<file path="src/rtl/cart_pkg.sv">
// -----------------------------------------------------------------------------
// cart_pkg
// Shared cartridge definitions used by cart_sram_upload and its dirty-tracking
// helper: the ioctl index that selects an SRAM save upload, the byte returned
// for addresses outside the SRAM, and the upload fetch FSM state type.
// -----------------------------------------------------------------------------
package cart_pkg;

    // ioctl_index value that selects the battery-backed SRAM upload session.
    localparam logic [7:0] SRAM_SAVE_INDEX = 8'h04;

    // Byte returned for reads beyond the end of the SRAM (undriven bus).
    localparam logic [7:0] OPEN_BUS = 8'hFF;

    // Upload fetch sequence: accept a read, present the address to the
    // SRAM for one cycle, then capture the returned byte.
    typedef enum logic [1:0] {
        ST_IDLE = 2'd0,
        ST_ADDR = 2'd1,
        ST_DATA = 2'd2
    } upload_state_t;

endpackage

</file>
<file path="src/rtl/cart_sram_dirty.sv">
// -----------------------------------------------------------------------------
// cart_sram_dirty
// Tracks whether the CPU has modified cartridge SRAM since the last save and
// raises save_req once the SRAM has been quiet for QUIET_CYCLES clocks, so the
// HPS pulls a fresh copy. A save session that sees no CPU writes clears the
// dirty state; writes during the session keep it dirty and restart the quiet
// period.
//
// Ports
//   clk          in  system clock
//   reset        in  synchronous, active-high reset
//   cpu_sram_we  in  one-cycle strobe: CPU wrote SRAM
//   session      in  save upload session currently active (combinational)
//   busy         in  registered session (one cycle behind session)
//   save_req     out request the HPS to perform an SRAM upload
// -----------------------------------------------------------------------------
module cart_sram_dirty
    import cart_pkg::*;
#(
    parameter logic [23:0] QUIET_CYCLES = 24'd3579545
) (
    input  logic clk,
    input  logic reset,
    input  logic cpu_sram_we,
    input  logic session,
    input  logic busy,
    output logic save_req
);

    logic        dirty;
    logic        wrote_during;
    logic [23:0] quiet_cnt;
    logic        session_end;

    // busy still high while session has already dropped marks the last
    // cycle of a save session.
    assign session_end = busy && !session;

    // NOTE: sequential state uses non-blocking assignments only, so every
    // register samples the values from before this edge regardless of order.
    always_ff @(posedge clk) begin
        if (reset) begin
            dirty        <= 1'b0;
            wrote_during <= 1'b0;
            quiet_cnt    <= '0;
        end else if (session_end) begin
            // A write landing on the closing cycle still counts as part of
            // the session, so the saved image may already be stale.
            dirty        <= wrote_during || cpu_sram_we;
            wrote_during <= 1'b0;
            quiet_cnt    <= '0;
        end else if (cpu_sram_we) begin
            dirty     <= 1'b1;
            quiet_cnt <= '0;
            if (session) begin
                wrote_during <= 1'b1;
            end
        end else if (dirty && (quiet_cnt < QUIET_CYCLES)) begin
            quiet_cnt <= quiet_cnt + 24'd1;
        end
    end

    // Withdrawn as soon as a session is under way; the HPS is already saving.
    assign save_req = dirty && (quiet_cnt == QUIET_CYCLES) && !busy;

endmodule

</file>
<file path="src/rtl/cart_sram_upload.sv">
// -----------------------------------------------------------------------------
// cart_sram_upload
// Serves HPS ioctl upload reads of cartridge battery-backed SRAM. Each accepted
// ioctl_rd borrows the shared SRAM port for a fetch and returns the byte on
// ioctl_din, holding ioctl_wait high until the byte is ready. Addresses past the
// SRAM return OPEN_BUS without touching the SRAM. Dirty tracking and the save
// request live in cart_sram_dirty.
//
// Ports
//   clk           in  system clock
//   reset         in  synchronous, active-high reset
//   ioctl_upload  in  HPS upload session active
//   ioctl_index   in  session index (only SAVE_INDEX is served)
//   ioctl_rd      in  one-cycle read strobe from HPS
//   ioctl_addr    in  byte address of requested read
//   ioctl_din     out byte returned to HPS
//   ioctl_wait    out HPS must not issue the next ioctl_rd while high
//   cpu_sram_we   in  one-cycle strobe: CPU wrote SRAM
//   mem_addr      out SRAM read address (valid while mem_own is high)
//   mem_own       out engine owns the SRAM port (mux select)
//   mem_q         in  SRAM read data, registered, one cycle after mem_addr
//   save_req      out request HPS to perform an SRAM upload
//   busy          out save upload session in progress (registered)
// -----------------------------------------------------------------------------
module cart_sram_upload
    import cart_pkg::*;
#(
    parameter int          ADDR_WIDTH   = 13,
    parameter logic [7:0]  SAVE_INDEX   = SRAM_SAVE_INDEX,
    parameter logic [23:0] QUIET_CYCLES = 24'd3579545
) (
    input  logic                  clk,
    input  logic                  reset,
    input  logic                  ioctl_upload,
    input  logic [7:0]            ioctl_index,
    input  logic                  ioctl_rd,
    input  logic [24:0]           ioctl_addr,
    output logic [7:0]            ioctl_din,
    output logic                  ioctl_wait,
    input  logic                  cpu_sram_we,
    output logic [ADDR_WIDTH-1:0] mem_addr,
    output logic                  mem_own,
    input  logic [7:0]            mem_q,
    output logic                  save_req,
    output logic                  busy
);

    upload_state_t state;
    upload_state_t state_next;
    logic          session;
    logic          accept;
    logic          addr_in_range;
    logic          in_range;

    assign session       = ioctl_upload && (ioctl_index == SAVE_INDEX);
    assign addr_in_range = (ioctl_addr[24:ADDR_WIDTH] == '0);
    // Strobes arriving mid-fetch are dropped; the HPS should be honouring
    // ioctl_wait.
    assign accept        = (state == ST_IDLE) && ioctl_rd && session;

    // ---------------------------------------------------------------- state
    always_ff @(posedge clk) begin
        if (reset) begin
            state <= ST_IDLE;
        end else begin
            state <= state_next;
        end
    end

    // ----------------------------------------------------------- next state
    // A fetch always runs to completion, even if the session drops, so the
    // engine can never be left holding the SRAM port.
    always_comb begin
        // NOTE: default assignment first so no path through the case leaves
        // state_next unassigned, which would infer a latch.
        state_next = state;
        case (state)
            ST_IDLE: if (accept) state_next = ST_ADDR;
            ST_ADDR: state_next = ST_DATA;
            ST_DATA: state_next = ST_IDLE;
            default: state_next = ST_IDLE;
        endcase
    end

    // -------------------------------------------------------------- outputs
    always_comb begin
        ioctl_wait = 1'b0;
        mem_own    = 1'b0;
        if (state != ST_IDLE) begin
            ioctl_wait = 1'b1;
            // Out-of-range reads never claim the port; the mux stays with
            // the CPU and OPEN_BUS is returned instead.
            mem_own    = in_range;
        end
    end

    // ------------------------------------------------------------- datapath
    always_ff @(posedge clk) begin
        if (reset) begin
            mem_addr  <= '0;
            in_range  <= 1'b0;
            ioctl_din <= '0;
            busy      <= 1'b0;
        end else begin
            busy <= session;
            if (accept) begin
                mem_addr <= ioctl_addr[ADDR_WIDTH-1:0];
                in_range <= addr_in_range;
            end
            // The SRAM sampled mem_addr on the ADDR edge, so mem_q is now valid.
            if (state == ST_DATA) begin
                ioctl_din <= in_range ? mem_q : OPEN_BUS;
            end
        end
    end

    cart_sram_dirty #(
        .QUIET_CYCLES (QUIET_CYCLES)
    ) u_dirty (
        .clk         (clk),
        .reset       (reset),
        .cpu_sram_we (cpu_sram_we),
        .session     (session),
        .busy        (busy),
        .save_req    (save_req)
    );

endmodule

</file>
<file path="config.mk">
export PLATFORM = sky130hd
export DESIGN_NAME = cart_sram_upload
export DESIGN_NICKNAME = d
export VERILOG_FILES = /design/src/rtl/cart_pkg.sv /design/src/rtl/cart_sram_dirty.sv /design/src/rtl/cart_sram_upload.sv
export SDC_FILE = /design/constraint.sdc
export NUM_CORES = 1
export LEC_CHECK = 0
export CORE_MARGIN = 3
export CORE_UTILIZATION = 44
export CTS_CLUSTER_DIAMETER = 150
export DETAILED_ROUTE_END_ITERATION = 8
export GPL_ROUTABILITY_DRIVEN = 0
export PLACE_DENSITY = 0.85
export SLEW_MARGIN = 25
export SYNTH_ARGS = -nofsm -noshare
export SYNTH_HDL_FRONTEND = slang
export SYNTH_HIERARCHICAL = 1
export SYNTH_SLANG_ARGS = --single-unit
</file>
<file path="constraint.sdc">
create_clock -name clk -period 3.2 [get_ports clk]
set_input_delay 0.48 -clock clk [delete_from_list [all_inputs] [get_ports clk]]
set_output_delay 0.48 -clock clk [all_outputs]
set_load 0.02 [all_outputs]
</file>
### Word-level counts from Yosys, hierarchy flattened

Cells that the tools add are included.

| storage, ports and cells | value |
|---|---|
| register bits | 51 |
| output and inout bits | 25 |
| bits of input ports | 46 |

| operators by class | value |
|---|---|
| add/sub/neg operators | 1 |
| reductions and logical operators | 17 |
| order comparisons | 1 |
| equality and inequality tests | 5 |
| multiplexer cells | 7 |

Operator list:

| kind | count |
|---|---|
| $add 24x1->24 const B | 1 |
| $eq 24x22->1 const B | 1 |
| $lt 24x22->1 const B | 1 |
| $logic_not 12->1 | 1 |
| $eq 8x3->1 const B | 1 |
| $mux 8 | 1 |
| $logic_and 1x1->1 | 7 |
| $mux 1 | 4 |
| $pmux 2 s2 | 1 |
| $reduce_bool 2->1 | 2 |
| $reduce_or 3->1 | 1 |
| $eq 2x1->1 const B | 1 |
| $eq 2x2->1 const B | 1 |
| $logic_not 1->1 | 2 |
| $logic_not 2->1 | 1 |
| $mux 2 | 1 |
| $ne 2x2->1 const B | 1 |
| $reduce_and 2->1 | 1 |
| $reduce_or 2->1 | 1 |
| $logic_or 1x1->1 | 1 |

### Depth between registers and ports, before layout

Gate-level depths: netlist of run 1.

| logic depth | value |
|---|---|
| depth after elaboration | 5 |
| gate-level depth with buffers | 9 |

### By module

The synthesis of run 1 kept the hierarchy.

Modules (own cells, without submodules):

| module | times used | area each (sq um) | cells an instance |
|---|---|---|---|
| cart_sram_dirty | 1 | 1,475.2 | 176 |
| cart_sram_upload | 1 | 1,118.6 | 117 |

### Least setup slack after synthesis of run 1

Ideal clock, no wire load.

| timing path | value |
|---|---|
| path kind | reg2out |
| from | register u_dirty.quiet_cnt[13] |
| to | output port save_req |
| arrival | 1,509 ps |
| path slack | 1,211 ps |
| required time | 2,720 ps |
| cell stages (with the launch flop) | 5 |
| cell sequence | dfxtp_1 -> or2_1 -> nor3_1 -> nand4_1 -> nor4_1 |

| on the way | value |
|---|---|
| longest elaborated chain between the ends | 3 |

RTL lines:

| item | RTL line | text |
|---|---|---|
| from (decl) | cart_sram_dirty.sv:32 | `logic [23:0] quiet_cnt;` |
| from (signal assigned) | cart_sram_dirty.sv:59 | `quiet_cnt <= quiet_cnt + 24'd1;` |
| $eq 24x22->1 | cart_sram_dirty.sv:64 | `assign save_req = dirty && (quiet_cnt == QUIET_CYCLES) && !busy;` |
| $logic_and 1x1->1 (2 in a row) | cart_sram_dirty.sv:64 |  |
| to (decl) | cart_sram_upload.sv:44 | `output logic save_req,` |

No other way between the ends.

### Worst setup path after layout of run 1

| timing path | value |
|---|---|
| from | register u_dirty.quiet_cnt[17] |
| to | output port save_req |

Same word-level chain as after synthesis.

==> results of run 1 <==
==> final cells by class <==
class | instances | area, um2
clock buffers | 5 | 68.8
repair buffers | 73 | 723
clock inverters | 3 | 43.8
fillers | 514 | 2210
flip-flops and latches | 51 | 1020
well taps | 72 | 90.1
multi-input cells | 211 | 1400
inverters | 13 | 48.8
==> metal layers <==
layer / vias up / wire (um) / track usage
li1: 1179 / - / -
met1: 1125 / 2520 / 0.229
met2: 104 / 2900 / 0.319
met3: 14 / 696 / 0.0875
met4: 0 / 132 / 0.0654
met5: - / 0 / 0
==> worst reg2reg max path, delay by kind of cell (launching register included) <==
family          cells  cell delay (ps)
compound gates      1              170
flops               1              520
simple gates        4             1530
==> how the worst max path moves through the flow <==
stage | from | to | slack (ps) | cells after the start
detailed placement | ioctl_index[5] | u_dirty/quiet_cnt[11] | 740 | 7
finish | u_dirty/quiet_cnt[17] | save_req | 510 | 5
CTS | u_dirty/quiet_cnt[13] | save_req | 510 | 5
global route | u_dirty/quiet_cnt[13] | save_req | 340 | 5
global placement | ioctl_index[5] | u_dirty/quiet_cnt[12] | 820 | 7
floorplan | u_dirty/quiet_cnt[13] | save_req | 1210 | 4
==> logic make-up after synthesis <==
| kind of cell | synth area share |
|---|---|
| AOI/OAI and AO/OA | 0.117 |
| xor gates and xnor gates | 0.0135 |
| adders and majority gates | 0.0145 |
| buffers and inverters | 0.0651 |
| DFF | 0.394 |
| muxes | 0.0695 |
| and+or+nand+nor | 0.327 |
==> power breakdown <==
| part | switching [mW] | internal [mW] | total [mW] | leakage, nW |
|---|---|---|---|---|
| registers | 0.00317 | 0.636 | 0.639 | 0.411 |
| clock network | 0.227 | 0.233 | 0.460 | 0.0581 |
| logic | 0.0286 | 0.0636 | 0.0921 | 0.657 |
==> cell usage after synthesis, drive strengths merged, types with 6 or more instances <==
cell type  count
o31ai          7
nor2          22
nand2b        31
a21oi         11
dfxtp         51
clkbuf        10
buf            8
nand2         14
or4            9
nor3           6
nor4           8
mux2i         18
nand4         14
nand3         12
inv           13
a311oi         8
==> sequential cells by signal, indices dropped and copies added, names as in the netlist <==
| signal | count |
|---|---|
| ioctl_din | 8 |
| in_range | 1 |
| u_dirty/quiet_cnt | 24 |
| mem_addr | 13 |
| u_dirty/dirty | 1 |
| state | 2 |
| busy | 1 |
| u_dirty/wrote_during | 1 |
==> through the flow <==
stage / util / hold slack, ps / worst slack (ps) / power (mW) / instances
after floorplan: - / 428 / 1210 / 0.684 / 293
after global placement: 0.586 / 442 / 822 / 0.745 / 420
after detailed placement: 0.586 / 460 / 742 / 0.747 / 420
after CTS: 0.606 / 479 / 513 / 1.20 / 428
after global routing: 0.606 / 491 / 339 / 1.24 / 428
final: 0.606 / 476 / 509 / 1.19 / 428
==> results.toml, run 1 <==
[die]
io_pins = 71
dieArea_um2 = 6850
fp.dieW_um = 82.8
core_area_um2 = 5610
rows = 27
initial_core_util = 0.463
die_h_um = 82.8

[timing]
rsz0062_at_grt = "no"
period_share = 0.841
finalSetupViolations = 0
clock.fmax_mhz = 372
min_period_ps = 2690
drv_slew = 0
finClkSkew_ps = 3.61
hold_viol = 0
tightest_slew_ps = 982
slew_headroom = 0.344
setup_tns_ps = 0

[worst_setup_path]
worst_setup_path_end_kind = "output pin"
reg2reg_depth = 5
worstSetupPathType = "reg2out"
r2r_setup_slack_ps = 910
worst_ep_arrival_time_ps = 2210
crit_slowest_cell = "clkdlybuf4s50_1"
required_ps = 2720
path_buf_inv = 1
critPathMaxStageDelay_ps = 660
reg2reg_to = "u_dirty/quiet_cnt[11]"
cpLargestDelayFamily = "simple AND/OR/NAND/NOR gates"
worstReg2RegStart = "u_dirty/dirty"
start_kind = "register"
worstPathCellList = "nand4_1 > nor2_1 > nand4_1 > nor4_1 > clkdlybuf4s50_1"
cpMostUsedCell = "nand4_1"
crit_fanout = 6

[clock_tree]
cts_tree = "built"
cts.path.max_buffers = 2
holdBufCountCts = 0
cts_resized = 0
h-tree-depth = 2
cts_setup_buffers = 0
clkSinkCount = 51
clk_pin_slew_ps = 100
clkLatencyLatePin_ps = 310
cts-buffers-inserted = 5
cts_root_buf = "clkbuf_8"

[min_path]
hold_start = "state[1]"
hold_end = "state[1]"
hold_depth = 1
hold_class = "reg2reg"

[yosys]
synth-edff-count = 0
ys_warn_count = 6
synthTopCellsByArea = "dfxtp_1 39%, nand2b_1 7.5%, mux2i_1 6.9%, nand4_1 3.4%, nor2_1 3.2%"
syn_nets = 342
ys_seq_area_frac = 0.394
synth_cell_types = 48
avgSynthCellArea_um2 = 8.85
synth_top_area_share = 0.394
synthFlopType = "dfxtp_1"
synth_seq_cells = 51
syn_area_um2 = 2590
post-synth-top-area-cell = "dfxtp_1"
synthCells = 293
ys_async_sr_fraction = 0

[cells_and_area]
final_cell_mix = "70 x clkdlybuf4s50_1, 51 x dfxtp_1, 31 x nand2b_1"
finalInstanceArea_um2 = 3400
antennaDiodeCount = 0
syn_to_final_growth_pct = 31.1
fin_nets = 404
layout_commonest_cell = "clkdlybuf4s50_1"
drive_gt1_frac = 0.0562

[grt]
grt_usage = 0.196
grt_pass1_wl_um = 10300
grt_pass1_vias = 2228
grt_antenna_before_repair = 0
gr-total-overflow = 0
grt_max_degree = 43

[drt]
wl_per_cell_um = 14.6
dr.pass1.iters = 6
via_count = 2422
viasPerCell = 5.66
ant_nets = 0
drt_iter0_drc = 136
wl_um = 6250
drc = 0

[place]
io_buffer_count = 70
dp_hpwl_um = 4610
placed_area_um2 = 3290

[run]
drv_cap = 0

[power_and_ir_drop]
ir_worst_vdd_v = 0.000171
pwr_density_cell_nw_per_um2 = 350
p_leak_nw = 1.13

[outcome]
outcome = "completed"
Note: power is estimated with default switching activity, not from simulation.
==> run 2, diff against run 1 <==
==> constraint.sdc (replaced) <==
create_clock -name clk -period 2.55 [get_ports clk]
set_input_delay 0.3825 -clock clk [delete_from_list [all_inputs] [get_ports clk]]
set_output_delay 0.3825 -clock clk [all_outputs]
set_load 0.02 [all_outputs]
==> results.toml, run 2 (synthesized netlist as in run 1, its figures left out) <==
[cells_and_area]
drive_gt1_frac = 0.0667
syn_to_final_growth_pct = 33.1
largest-register = "u_dirty/quiet_cnt"
antennaDiodeCount = 0
layoutNonFillerInstCount = 432
fillers = 504
reg_top3 = "u_dirty/quiet_cnt x24, mem_addr x13, ioctl_din x8"
fin_nets = 408
layout_commonest_cell = "clkdlybuf4s50_1"
final_cell_mix = "69 x clkdlybuf4s50_1, 51 x dfxtp_1, 31 x nand2b_1"
largest_reg_flops = 24

[timing]
fin_ws_ps = 269
tightest_slew_ps = 817
setup_tns_ps = 0
period_share = 0.894
finalSetupViolations = 0
hold_viol = 0
min_period_ps = 2280
rsz0062_at_grt = "no"
slew_headroom = 0.455
clock.fmax_mhz = 438
finClkSkew_ps = 10.7
drv_slew = 0

[worst_setup_path]
cpLargestDelayFamily = "simple AND/OR/NAND/NOR gates"
worst_ep_arrival_time_ps = 1900
worst_setup_path_end_kind = "output pin"
path_buf_inv = 1
required_ps = 2170
crit_slowest_cell = "dfxtp_1"
worstPathCellList = "nand4_1 > nor2_1 > nand4_1 > nor4_1 > dlygate4sd2_1"
r2r_setup_slack_ps = 410
start_kind = "register"
cpMostUsedCell = "nand4_1"
reg2reg_depth = 5
crit_cells = 5
crit_fanout = 6
critPathMaxStageDelay_ps = 440
worstSetupPathType = "reg2out"

[power_and_ir_drop]
p_leak_nw = 1.16
ir_worst_vdd_v = 0.000246
pwr_density_cell_nw_per_um2 = 461

[drt]
wl_um = 6200
dr.pass1.iters = 4
drt_iter0_drc = 158
via_count = 2395
drc = 0
wl_per_cell_um = 14.3
viasPerCell = 5.54
ant_nets = 0

[run]
drv_cap = 0

[place]
dp_hpwl_um = 4550
pre_cts_ws_ps = 227
io_buffer_count = 70
post-place-cells = 424

[grt]
grt_antenna_before_repair = 0
grt_usage = 0.193
gr-total-overflow = 0
grt_pass1_vias = 2250
grt_max_degree = 29
grt_pass1_wl_um = 10300

[die]
dieArea_um2 = 6850
die_h_um = 82.8
fp.dieW_um = 82.8
io_pins = 71
initial_core_util = 0.463
core_area_um2 = 5610
rows = 27

[clock_tree]
cts_root_buf = "clkbuf_8"
cts.path.max_buffers = 2
holdBufCountCts = 0
clkSinkCount = 51
cts-buffers-inserted = 5
clk_pin_slew_ps = 100
h-tree-depth = 2
cts_tree = "built"
clkLatencyLatePin_ps = 310

[min_path]
hold_class = "reg2reg"
hold_depth = 2

[outcome]
outcome = "completed"
==> run 2: repair_timing <==
item                                    4_1_cts  5_1_grt
resized for setup                             1        0
endpoints found under the hold margin         0        0
setup buffers                                 0        0
endpoints found under the setup margin        1        0
==> run 2: area by class of cell <==
| cell class | count | area (um2) | area share |
|---|---|---|---|
| Clock buffer | 5 | 68.8 | 0.0199 |
| Clock inverter | 3 | 67.6 | 0.0196 |
| Inverter | 13 | 48.8 | 0.0141 |
| Multi-Input combinational cell | 211 | 1400 | 0.407 |
| Sequential cell | 51 | 1020 | 0.296 |
| Tap cell | 72 | 90.1 | 0.0261 |
| Timing Repair Buffer | 77 | 752 | 0.218 |
==> run 2: per-stage QoR <==
step,hold WS (ps),util,cell area (um2),power (mW)
floorplan,428,-,2590,0.858
global placement,444,0.591,3320,0.936
detailed placement,450,0.591,3320,0.939
CTS,472,0.616,3450,1.61
global route,491,0.616,3450,1.65
finish,473,0.616,3450,1.59
==> run 2: metal layers <==
layer	track usage	vias to the layer above	wire (um)
met3	0.0788	8	626
met4	0.0686	0	93
li1	-	1185	-
met2	0.306	91	2890
met1	0.237	1111	2590
met5	0	-	0
==> run 2: worst register-to-register path, delay by kind of cell (launching register included) <==
kind	cells	cell delay, ps
and+or+nand+nor	4	1540
DFF	1	410
AOI/OAI and AO/OA	1	70
==> run 2: worst paths after layout <==
| kind | end | from |
|---|---|---|
| setup reg to reg | u_dirty/quiet_cnt[10] | u_dirty/quiet_cnt[8] |
| setup / recovery | save_req | u_dirty/quiet_cnt[17] |
| hold / removal | u_dirty/dirty | u_dirty/wrote_during |
| hold reg to reg | u_dirty/dirty | u_dirty/wrote_during |
==> run 2: power breakdown <==
group	switching [mW]	leakage (nW)	internal [mW]
registers	0.00439	0.411	0.798
logic	0.0369	0.683	0.0809
clock network	0.281	0.0644	0.391
total	0.323	1.16	1.27
